[src/rtl/outport_buffered.sv]
// Multi-channel buffered output port: bus writes are steered into per-channel FIFOs
// that drain over valid/ready. Optional OUTPORT_LAST_VALUE_EN adds a per-channel last_data view.
module outport_buffered #(
    parameter int DATA_W   = 32,
    parameter int DEPTH    = 4,
    parameter int CHANNELS = 2,
    parameter int SEL_W    = 1
) (
    input  logic                         clk,
    input  logic                         reset,
    input  logic [DATA_W-1:0]            bus_in,
    input  logic                         OutPortin,
    input  logic [SEL_W-1:0]             ch_sel,
    output logic                         port_stall,
    output logic [CHANNELS*DATA_W-1:0]   out_data,
    output logic [CHANNELS-1:0]          out_valid,
    input  logic [CHANNELS-1:0]          out_ready,
    output logic [CHANNELS-1:0]          ch_full,
    output logic [CHANNELS-1:0]          overflow,
    input  logic [CHANNELS-1:0]          ovf_clr
`ifdef OUTPORT_LAST_VALUE_EN
    ,
    output logic [CHANNELS*DATA_W-1:0]   last_data
`endif
);

    localparam int PTR_W = (DEPTH > 1) ? $clog2(DEPTH) : 1;
    localparam int CNT_W = PTR_W + 1;
    localparam logic [CNT_W-1:0] FULL_CNT = CNT_W'(DEPTH);

    logic [DATA_W-1:0]   mem_q      [CHANNELS][DEPTH];
    logic [PTR_W-1:0]    wr_ptr_q   [CHANNELS];
    logic [PTR_W-1:0]    wr_ptr_d   [CHANNELS];
    logic [PTR_W-1:0]    rd_ptr_q   [CHANNELS];
    logic [PTR_W-1:0]    rd_ptr_d   [CHANNELS];
    logic [CNT_W-1:0]    count_q    [CHANNELS];
    logic [CNT_W-1:0]    count_d    [CHANNELS];
    logic [CHANNELS-1:0] overflow_q;
    logic [CHANNELS-1:0] overflow_d;
    logic [CHANNELS-1:0] hit;
    logic [CHANNELS-1:0] push;
    logic [CHANNELS-1:0] pop;
    logic [CHANNELS-1:0] stall_vec;
    logic [31:0]         sel_idx;

    // A full channel that drains this cycle still accepts the write.
    always_comb begin
        sel_idx   = 32'(ch_sel);
        hit       = '0;
        push      = '0;
        pop       = '0;
        stall_vec = '0;
        for (int c = 0; c < CHANNELS; c++) begin
            hit[c]       = OutPortin && (sel_idx == 32'(c));
            pop[c]       = (count_q[c] != '0) && out_ready[c];
            push[c]      = hit[c] && ((count_q[c] != FULL_CNT) || pop[c]);
            stall_vec[c] = hit[c] && (count_q[c] == FULL_CNT) && !pop[c];
        end
    end

    always_comb begin
        overflow_d = '0;
        for (int c = 0; c < CHANNELS; c++) begin
            wr_ptr_d[c] = wr_ptr_q[c];
            rd_ptr_d[c] = rd_ptr_q[c];
            count_d[c]  = count_q[c];
            if (push[c]) wr_ptr_d[c] = wr_ptr_q[c] + PTR_W'(1);
            if (pop[c])  rd_ptr_d[c] = rd_ptr_q[c] + PTR_W'(1);
            case ({push[c], pop[c]})
                2'b10:   count_d[c] = count_q[c] + CNT_W'(1);
                2'b01:   count_d[c] = count_q[c] - CNT_W'(1);
                default: count_d[c] = count_q[c];
            endcase
            // A rejected write in the same cycle as a clear leaves the flag set.
            overflow_d[c] = stall_vec[c] | (overflow_q[c] & ~ovf_clr[c]);
        end
    end

    always_ff @(posedge clk) begin
        if (reset) begin
            for (int c = 0; c < CHANNELS; c++) begin
                wr_ptr_q[c] <= '0;
                rd_ptr_q[c] <= '0;
                count_q[c]  <= '0;
            end
            overflow_q <= '0;
        end else begin
            for (int c = 0; c < CHANNELS; c++) begin
                wr_ptr_q[c] <= wr_ptr_d[c];
                rd_ptr_q[c] <= rd_ptr_d[c];
                count_q[c]  <= count_d[c];
            end
            overflow_q <= overflow_d;
        end
    end

    // Storage carries no reset; only the pointers and counts decide what is visible.
    always_ff @(posedge clk) begin
        for (int c = 0; c < CHANNELS; c++) begin
            if (push[c]) mem_q[c][wr_ptr_q[c]] <= bus_in;
        end
    end

    always_comb begin
        out_valid = '0;
        ch_full   = '0;
        out_data  = '0;
        for (int c = 0; c < CHANNELS; c++) begin
            out_valid[c] = (count_q[c] != '0);
            ch_full[c]   = (count_q[c] == FULL_CNT);
            if (count_q[c] != '0) out_data[c*DATA_W +: DATA_W] = mem_q[c][rd_ptr_q[c]];
        end
    end

    assign port_stall = |stall_vec;
    assign overflow   = overflow_q;

`ifdef OUTPORT_LAST_VALUE_EN
    logic [CHANNELS*DATA_W-1:0] last_q;
    logic [CHANNELS*DATA_W-1:0] last_d;

    always_comb begin
        last_d = last_q;
        for (int c = 0; c < CHANNELS; c++) begin
            if (push[c]) last_d[c*DATA_W +: DATA_W] = bus_in;
        end
    end

    always_ff @(posedge clk) begin
        if (reset) last_q <= '0;
        else       last_q <= last_d;
    end

    assign last_data = last_q;
`else
    // Legacy last-value view not built.
`endif

endmodule

[config.mk]
export PLATFORM = sky130hd
export DESIGN_NAME = outport_buffered
export DESIGN_NICKNAME = d
export VERILOG_FILES = /design/src/rtl/outport_buffered.sv
export SDC_FILE = /design/constraint.sdc
export NUM_CORES = 1
export LEC_CHECK = 0
export CORE_MARGIN = 2
export CORE_UTILIZATION = 40
export CTS_BUF_LIST = sky130_fd_sc_hd__clkbuf_16
export CTS_CLUSTER_DIAMETER = 200
export DETAILED_ROUTE_END_ITERATION = 6
export GPL_TIMING_DRIVEN = 0
export MAX_ROUTING_LAYER = met4
export SYNTH_ARGS = -nofsm -noshare
export SYNTH_HDL_FRONTEND = slang
export SYNTH_SLANG_ARGS = --single-unit
[constraint.sdc]
create_clock -name clk -period 2.6 [get_ports clk]
set_input_delay 0.52 -clock clk [delete_from_list [all_inputs] [get_ports clk]]
set_output_delay 0.52 -clock clk [all_outputs]
set_load 0.01 [all_outputs]
==> results.py, run 1 <==
metrics = {
    "yosys": {
        "ys_ff_latch": 272,
        "synth_cell_type_count": 31,
        "syn_inst": 521,
        "syn_area_per_cell_um2": 20.6,
        "synthesis.area_mm2": 0.0107,
        "syn_nets": 573,
        "ys_seq_area_frac": 0.746,
        "yosysWarnings": 0,
    },
    "detailed_routing": {
        "antenna_left": 0,
        "drt_wl_total_um": 22900,
        "first_pass_iters": 4,
        "routedWlPerCell_um": 21.4,
        "num_vias": 5390,
        "vias_per_cell": 5.04,
        "drc": 0,
        "drtIter0Drc": 344,
    },
    "timing": {
        "hold_ws_ns": 0.480,
        "rsz0062_at_grt": "yes",
        "hold_viol": 0,
        "fmax_mhz": 377,
        "setup_viol_count_final": 8,
        "fin_crit_ns": 2.65,
        "min_period_over_period": 1.02,
        "skew_ns": 0.0207,
        "fin_ws_ns": -0.0537,
        "slew_violations": 0,
        "slew_headroom": 0.632,
        "finalSetupTns_ns": -0.251,
        "tightest_slew_ns": 0.552,
    },
    "floorplan": {
        "die_w_um": 168,
        "coreArea_mm2": 0.0262,
        "ioPinCount": 111,
        "die-height_um": 168,
        "row_count": 59,
        "dieArea_mm2": 0.0282,
        "initial_core_util": 0.410,
    },
    "power_and_ir_drop": {
        "p_leak_nw": 4.93,
        "clockPowerShare": 0.288,
        "intPower_mw": 10.0,
        "p_sw_frac": 0.274,
        "pwr-share-seq": 0.368,
        "p_sw_mw": 3.78,
        "comb_power_share": 0.344,
        "powerDensity_mw_per_mm2": 997,
        "peakVddDrop_uv": 493,
        "power.total_mw": 13.8,
    },
    "worst_hold_path": {
        "holdPathEnd": "overflow[0]",
        "worstHoldPathType": "flop to flop",
        "min_from": "overflow[0]",
        "holdPathStages": 2,
    },
    "critical_path": {
        "path_cells": "buf_12, buf_4, buf_12, buf_12, mux4_2, and2b_2, buf_6",
        "worstPathArrival_ns": 2.13,
        "crit_type": "flop to output port",
        "worst_setup_path_start_kind": "flop",
        "rr_worst_depth": 9,
        "required_ns": 2.08,
        "r2r_end": "count_q[0][2]",
        "r2r_slack_ns": 0.17,
        "worstPathMaxFanout": 5,
        "r2r_start": "count_q[0][0]",
        "slowest_stage": "mux4_2",
        "cp-end-kind": "output port",
        "max_stage_delay_ns": 0.50,
        "path_common_cell": "buf_12",
    },
    "cts": {
        "cts_buffers": 28,
        "insertion_delay_ns": 0.54,
        "cts_root_buf": "clkbuf_16",
        "cts_tree": "yes",
        "htree_levels": 1,
        "numClockSinks": 272,
        "path_clk_slew_ns": 0.06,
        "clockBufferDepth": 3,
    },
    "final_layout": {
        "synthToLayoutAreaGrowth_pct": 28.7,
        "n_antenna_cell": 0,
        "instances_no_fill": 1069,
        "drive_gt1_frac": 0.395,
        "nets": 766,
    },
    "placed_design": {
        "post-dp-hpwl_um": 13600,
        "io_buffers": 110,
        "place.gp.congestion": 0.686,
        "dp.cells": 974,
        "dp_worst_setup_slack_ns": -0.503,
    },
    "grt": {
        "grt_usage": 0.169,
        "grt_pass1_wl_um": 34500,
        "grt_pass1_vias": 5871,
        "grt_max_degree": 28,
        "overflow": 0,
        "antenna_found_initial": 0,
    },
    "outcome": {
        "status": "finished with violations",
        "violations": "negative setup slack",
    },
    "flow_run": {
        "maxCapViolCount": 0,
    },
}
state kept, by name (all words and copies together) (netlist names):
register and count:
mem_q 256, wr_ptr_q 4, count_q 6, rd_ptr_q 4, overflow 2
placed cells by master, fill, tap and decap left out, drive strengths merged, types with 10 or more instances in the layout:
master	count
ha	10
and2b	50
clkbuf	47
nor2	12
mux4	64
dfxtp	16
clkinv	13
edfxtp	256
buf	120
nor2b	15
inv	20
clkdlybuf4s50	44
routing by layer:
metal	GRT usage	wire, um
met5	-	0
met4	0.0480	392
met3	0.0237	1240
met2	0.282	11600
met1	0.219	9710
how the worst max path moves through the flow:
stage | start | endpoint | cells past startpoint
after detailed placement | count_q[0][0] | out_data[18] | 4
after floorplan | count_q[0][3] | count_q[0][5] | 9
after global placement | OutPortin | mem_q[0][112] | 4
after global routing | rd_ptr_q[0][0] | out_data[25] | 7
final | rd_ptr_q[0][0] | out_data[22] | 7
after CTS | rd_ptr_q[0][2] | out_data[59] | 8
cells in the mapped netlist:
cell type,n,share of area
nor3_1,2,0.00093
nor2b_1,15,0.0087
buf_6,3,0.0031
and2_1,8,0.0047
nor2_1,12,0.0042
mux2_4,2,0.0028
nand2b_1,6,0.0035
mux4_2,62,0.13
o21ba_4,1,0.0015
edfxtp_1,256,0.72
xor2_1,6,0.0049
nand2_1,4,0.0014
or3b_4,1,0.0010
mux4_1,2,0.0049
a21oi_1,8,0.0037
ha_1,10,0.012
buf_4,5,0.0035
or3b_1,2,0.0016
and2b_2,12,0.0098
dfxtp_1,16,0.030
o21a_4,1,0.0014
mux2i_1,2,0.0019
or3_2,1,0.00070
fa_1,2,0.0037
and2b_1,38,0.027
clkbuf_1,10,0.0035
or3_1,4,0.0023
o31ai_1,2,0.0014
buf_2,6,0.0028
inv_1,18,0.0063
o21ai_0,4,0.0019
critical path, delay by kind of cell, from the launching register on:
family,cells,cell delay [ns]
buf+inv,5,0.54
mux,1,0.50
simple gates,1,0.22
flops,1,0.34
power groups by stage:
stage	clock network (mW)	registers [mW]	logic [mW]
after floorplan	0	5.11	2.20
after global placement	0	5.12	3.93
after detailed placement	0	5.13	3.99
after CTS	4.05	5.07	4.90
after global routing	4.22	5.09	5.08
final	3.97	5.08	4.74
metrics by stage:
stage / utilization / cell area (um^2)
floorplan: - / 10700
global route: 0.527 / 13800
CTS: 0.530 / 13900
detailed placement: 0.475 / 12500
finish: 0.527 / 13800
global placement: 0.468 / 12300
final cells by class:
class	count	area [um^2]
repair buffers	167	1580
well taps	335	419
plain buffers	20	226
clock buffers	28	701
flip-flops and latches	272	8020
fillers	2104	12400
inverters	18	67.6
multi-input cells	207	2580
clock inverters	22	224
cells by family after synthesis:
| group | synth area share |
|---|---|
| AO/OA/AOI/OAI | 0.00990 |
| flip-flops | 0.746 |
| AND/OR/NAND/NOR | 0.0655 |
| buffers and inverters | 0.0192 |
| adder cells (fa/ha/maj) | 0.0154 |
| XOR/XNOR | 0.00489 |
| multiplexers | 0.140 |
what timing repair did:
action / 4_1_cts / 5_1_grt
cloned: 5 / 1
hold buffers: 0 / 0
buffers inserted: 42 / 11
pin swaps: 2 / 1
endpoints found under the hold margin: 0 / 0
endpoints found under the setup margin: 67 / 59
gates resized for setup: 319 / 43
(Power assumes the default switching activity.)
==> inputs of run 2 (changes only) <==
==> constraint.sdc (replaced) <==
create_clock -name clk -period 3.36 [get_ports clk]
set_input_delay 0.672 -clock clk [delete_from_list [all_inputs] [get_ports clk]]
set_output_delay 0.672 -clock clk [all_outputs]
set_load 0.01 [all_outputs]
==> results.py, run 2 (synthesized netlist as in run 1, its figures left out) <==
metrics = {
    "timing": {
        "slew_violations": 0,
        "skew_ns": 0.0202,
        "fin_ws_ns": 0.0883,
        "fin_crit_ns": 3.27,
        "hold_viol": 0,
        "setup_viol_count_final": 0,
        "slew_headroom": 0.625,
        "tightest_slew_ns": 0.559,
        "rsz0062_at_grt": "yes",
        "fmax_mhz": 306,
        "min_period_over_period": 0.974,
    },
    "critical_path": {
        "r2r_slack_ns": 0.85,
        "path_cells": "buf_2, buf_2, mux4_2, and2b_1, clkdlybuf4s50_1",
        "worstPathMaxFanout": 16,
        "worstPathArrival_ns": 2.60,
        "worst_setup_path_start_kind": "flop",
        "r2r_end": "count_q[0][2]",
        "rr_worst_depth": 9,
        "path_common_cell": "buf_2",
        "r2r_start": "count_q[0][2]",
        "slowest_stage": "clkdlybuf4s50_1",
        "required_ns": 2.69,
        "crit_type": "flop to output port",
        "max_stage_delay_ns": 0.48,
        "cp-end-kind": "output port",
    },
    "grt": {
        "overflow": 0,
        "grt_max_degree": 28,
        "grt_pass1_vias": 5622,
        "antenna_found_initial": 0,
        "grt_usage": 0.159,
        "grt_pass1_wl_um": 32700,
    },
    "placed_design": {
        "io_buffers": 110,
        "dp_worst_setup_slack_ns": 0.105,
        "place.gp.congestion": 0.686,
        "post-dp-hpwl_um": 13600,
        "placed_cell_area_mm2": 0.0125,
    },
    "floorplan": {
        "die-height_um": 168,
        "row_count": 59,
        "dieArea_mm2": 0.0282,
        "initial_core_util": 0.410,
        "ioPinCount": 111,
        "coreArea_mm2": 0.0262,
        "die_w_um": 168,
    },
    "final_layout": {
        "n_antenna_cell": 0,
        "synthToLayoutAreaGrowth_pct": 24.8,
        "final_common_cell": "edfxtp_1",
        "regArea_mm2": 0.00801,
        "nets": 719,
        "drive_gt1_frac": 0.233,
        "n_fill_cell": 2121,
        "largest_reg_flops": 256,
        "mostFrequentLayoutCells": "edfxtp_1 (256), clkdlybuf4s50_1 (110), mux4_2 (62)",
        "multi_input_area_mm2": 0.00255,
        "post-route-cell-area_mm2": 0.0134,
    },
    "cts": {
        "hold_buffers": 0,
        "path_clk_slew_ns": 0.06,
        "htree_levels": 1,
        "cts_root_buf": "clkbuf_16",
        "cts_tree": "yes",
        "numClockSinks": 272,
        "clockBufferDepth": 3,
        "insertion_delay_ns": 0.54,
        "cts_setup_buffers": 0,
        "cts_buffers": 28,
    },
    "power_and_ir_drop": {
        "powerDensity_mw_per_mm2": 747,
        "comb_power_share": 0.304,
        "intPower_mw": 7.34,
        "pwr-share-seq": 0.390,
        "peakVddDrop_uv": 393,
        "p_sw_mw": 2.68,
        "p_sw_frac": 0.267,
        "p_leak_nw": 4.47,
        "clockPowerShare": 0.306,
    },
    "flow_run": {
        "maxCapViolCount": 0,
    },
    "outcome": {
        "status": "complete, no violations",
    },
    "detailed_routing": {
        "antenna_left": 0,
        "drc": 0,
        "drtIter0Drc": 281,
        "drt_wl_total_um": 21500,
        "routedWlPerCell_um": 21.0,
        "vias_per_cell": 5.07,
        "num_vias": 5180,
        "first_pass_iters": 4,
    },
    "worst_hold_path": {
        "worstHoldPathType": "flop to flop",
        "holdPathEnd": "overflow[0]",
        "holdPathStages": 2,
        "min_from": "overflow[0]",
    },
}
run 2: worst max-delay path by stage:
stage              startpoint             to  slack, ns  depth (start not counted)
2_1_floorplan   count_q[0][3]  count_q[0][5]       1.13                          9
3_3_place_gp        OutPortin  mem_q[0][112]      -0.13                          4
3_5_place_dp    count_q[0][0]   out_data[18]       0.10                          4
4_1_cts        rd_ptr_q[0][1]   out_data[27]       0.02                          5
5_1_grt        rd_ptr_q[0][3]   out_data[38]      -0.03                          5
6_report       rd_ptr_q[0][3]   out_data[34]       0.09                          5
run 2: power groups by stage:
| stage | sequential (mW) | clock [mW] | combinational [mW] |
|---|---|---|---|
| 6_report | 3.91 | 3.07 | 3.04 |
| 5_1_grt | 3.92 | 3.27 | 3.28 |
| 4_1_cts | 3.90 | 3.14 | 3.12 |
| 3_5_place_dp | 3.97 | 0 | 3.09 |
| 3_3_place_gp | 3.96 | 0 | 3.04 |
| 2_1_floorplan | 3.95 | 0 | 1.70 |
run 2: repair_timing:
action	CTS	global route
setup endpoints to repair	60	22
endpoints found under the hold margin	0	0
gates resized for setup	7	2
run 2: critical path: cells and delay by family (launching register included):
| kind | cells | cell delay (ns) |
|---|---|---|
| buffers and inverters | 3 | 1.23 |
| DFF | 1 | 0.30 |
| muxes | 1 | 0.34 |
| and+or+nand+nor | 1 | 0.20 |
run 2: per-stage QoR:
stage | TNS (ns) | total power [mW] | hold WS (ns) | std cells | util
after floorplan | 0 | 5.65 | 0.479 | 521 | -
after global placement | -22.08 | 7.00 | 0.462 | 966 | 0.468
after detailed placement | 0 | 7.06 | 0.462 | 974 | 0.475
after CTS | 0 | 10.2 | 0.487 | 1023 | 0.511
after global routing | -0.123 | 10.5 | 0.504 | 1022 | 0.511
final | 0 | 10.0 | 0.481 | 1022 | 0.511
run 2: layer usage:
layer  track usage  wire [um]  up-vias
li1              -          -     2342
met1         0.209       9120     2672
met2         0.261      10900      137
met3        0.0228       1060       29
met4        0.0473        433        0
met5             -          0        -
run 2: final cells by class:
cell class,instances,share of cell area
sequential,272,0.598
multi-input combinational,207,0.190
timing repair buffer,118,0.0964
clock buffer,28,0.0523
tap,335,0.0313
clock inverter,22,0.0167
buffer,22,0.0103
inverter,18,0.00504
==> inputs of run 3 (changes only) <==
--- a/config.mk
+++ b/config.mk
@@ -12,6 +12,7 @@
 export DETAILED_ROUTE_END_ITERATION = 6
 export GPL_TIMING_DRIVEN = 0
 export MAX_ROUTING_LAYER = met4
+export PLACE_DENSITY_LB_ADDON = 0.15
 export SYNTH_ARGS = -nofsm -noshare
 export SYNTH_HDL_FRONTEND = slang
 export SYNTH_SLANG_ARGS = --single-unit
==> results.py, run 3 (synthesized netlist as in run 1, its figures left out) <==
metrics = {
    "critical_path": {
        "slowest_stage": "nor3_2",
        "worstPathMaxFanout": 10,
        "required_ns": 2.69,
        "worstPathArrival_ns": 2.56,
        "critPathLaunch": "count_q[0][2]",
        "crit_type": "flop to output port",
        "r2r_slack_ns": 0.85,
        "rr_worst_depth": 9,
        "r2r_start": "count_q[0][2]",
        "cp-end-kind": "output port",
        "r2r_end": "count_q[0][2]",
        "path_cells": "nor3_2, clkbuf_2, and2b_2, clkdlybuf4s50_1",
        "worst_setup_path_start_kind": "flop",
        "max_stage_delay_ns": 0.55,
    },
    "cts": {
        "clockBufferDepth": 3,
        "insertion_delay_ns": 0.54,
        "path_clk_slew_ns": 0.06,
        "htree_levels": 1,
        "hold_buffers": 0,
        "cts_buffers": 29,
        "cts_setup_buffers": 0,
        "cts_tree": "yes",
        "cts_root_buf": "clkbuf_16",
        "numClockSinks": 272,
    },
    "timing": {
        "skew_ns": 0.0135,
        "fin_ws_ns": 0.127,
        "fin_crit_ns": 3.23,
        "min_period_over_period": 0.962,
        "slew_violations": 0,
        "hold_viol": 0,
        "tightest_slew_ns": 0.612,
        "setup_viol_count_final": 0,
        "rsz0062_at_grt": "no",
        "slew_headroom": 0.590,
        "fmax_mhz": 309,
    },
    "final_layout": {
        "largest_reg_flops": 256,
        "nets": 722,
        "final_common_cell": "edfxtp_1",
        "drive_gt1_frac": 0.221,
        "synthToLayoutAreaGrowth_pct": 24.4,
        "n_fill_cell": 2122,
        "post-route-cell-area_mm2": 0.0134,
        "mostFrequentLayoutCells": "edfxtp_1 (256), clkdlybuf4s50_1 (110), mux4_2 (62)",
        "final_core_util": 0.510,
    },
    "floorplan": {
        "initial_core_util": 0.410,
        "row_count": 59,
        "coreArea_mm2": 0.0262,
        "die-height_um": 168,
        "ioPinCount": 111,
        "die_w_um": 168,
        "dieArea_mm2": 0.0282,
    },
    "placed_design": {
        "place.gp.congestion": 0.714,
        "dp_worst_setup_slack_ns": 0.139,
        "placed_cell_area_mm2": 0.0125,
        "post-dp-hpwl_um": 13900,
        "io_buffers": 110,
    },
    "power_and_ir_drop": {
        "p_leak_nw": 4.49,
        "power.total_mw": 9.85,
        "peakVddDrop_uv": 377,
        "powerDensity_mw_per_mm2": 737,
    },
    "worst_hold_path": {
        "min_from": "overflow[0]",
        "holdPathStages": 2,
        "worstHoldPathType": "flop to flop",
        "holdPathEnd": "overflow[0]",
    },
    "grt": {
        "grt_pass1_wl_um": 32700,
        "grt_max_degree": 27,
        "grt_pass1_vias": 5627,
        "overflow": 0,
        "antenna_found_initial": 1,
        "grt_usage": 0.161,
    },
    "detailed_routing": {
        "routedWlPerCell_um": 21.2,
        "drt_wl_total_um": 21800,
        "vias_per_cell": 5.04,
        "drtIter0Drc": 355,
        "num_vias": 5174,
        "antenna_left": 0,
        "first_pass_iters": 4,
        "drc": 0,
    },
    "outcome": {
        "status": "complete, no violations",
    },
    "flow_run": {
        "maxCapViolCount": 0,
    },
}
run 3: metal layers:
| layer | vias to the layer above | wire (um) | global-route usage |
|---|---|---|---|
| li1 | 2351 | - | - |
| met1 | 2645 | 9220 | 0.201 |
| met2 | 140 | 11100 | 0.275 |
| met3 | 38 | 977 | 0.0252 |
| met4 | 0 | 428 | 0.0423 |
| met5 | - | 0 | - |
run 3: what timing repair did:
| action | 4_1_cts | 5_1_grt |
|---|---|---|
| pin swaps | 0 | 0 |
| resized for setup | 9 | 2 |
| setup endpoints to repair | 60 | 3 |
run 3: per-stage QoR:
stage	instances	TNS, ns	hold WS (ns)
floorplan	521	0	0.479
global placement	966	-36.85	0.464
detailed placement	974	0	0.482
CTS	1026	0	0.494
global route	1027	0	0.515
finish	1027	0	0.491
run 3: final cells by class:
type,instances,area (um^2),share of cell area
inverters,18,67.6,0.00506
diodes,1,2.50,0.000187
multi-input cells,207,2550,0.191
well taps,335,419,0.0314
clock inverters,23,146,0.0110
repair buffers,118,1290,0.0966
clock buffers,29,726,0.0543
flip-flops and latches,272,8010,0.599
plain buffers,24,150,0.0112
run 3: how the worst max path moves through the flow:
| stage | end | slack (ns) | cells past startpoint |
|---|---|---|---|
| 6_report | out_data[29] | 0.13 | 4 |
| 5_1_grt | out_data[18] | 0.01 | 4 |
| 4_1_cts | out_data[28] | 0.05 | 5 |
| 3_5_place_dp | out_data[34] | 0.14 | 4 |
| 3_3_place_gp | mem_q[0][213] | -0.19 | 4 |
| 2_1_floorplan | count_q[0][5] | 1.13 | 9 |
run 3: power breakdown:
group	internal, mW	switching (mW)	leakage (nW)
clock network	1.70	1.20	0.464
logic	1.68	1.36	1.57
registers	3.84	0.0662	2.46
run 3: critical path: cells and delay by family, from the launching register on:
family	cells	cell delay (ns)
AND/OR/NAND/NOR	2	0.82
flip-flops	1	0.36
buffers and inverters	2	0.85
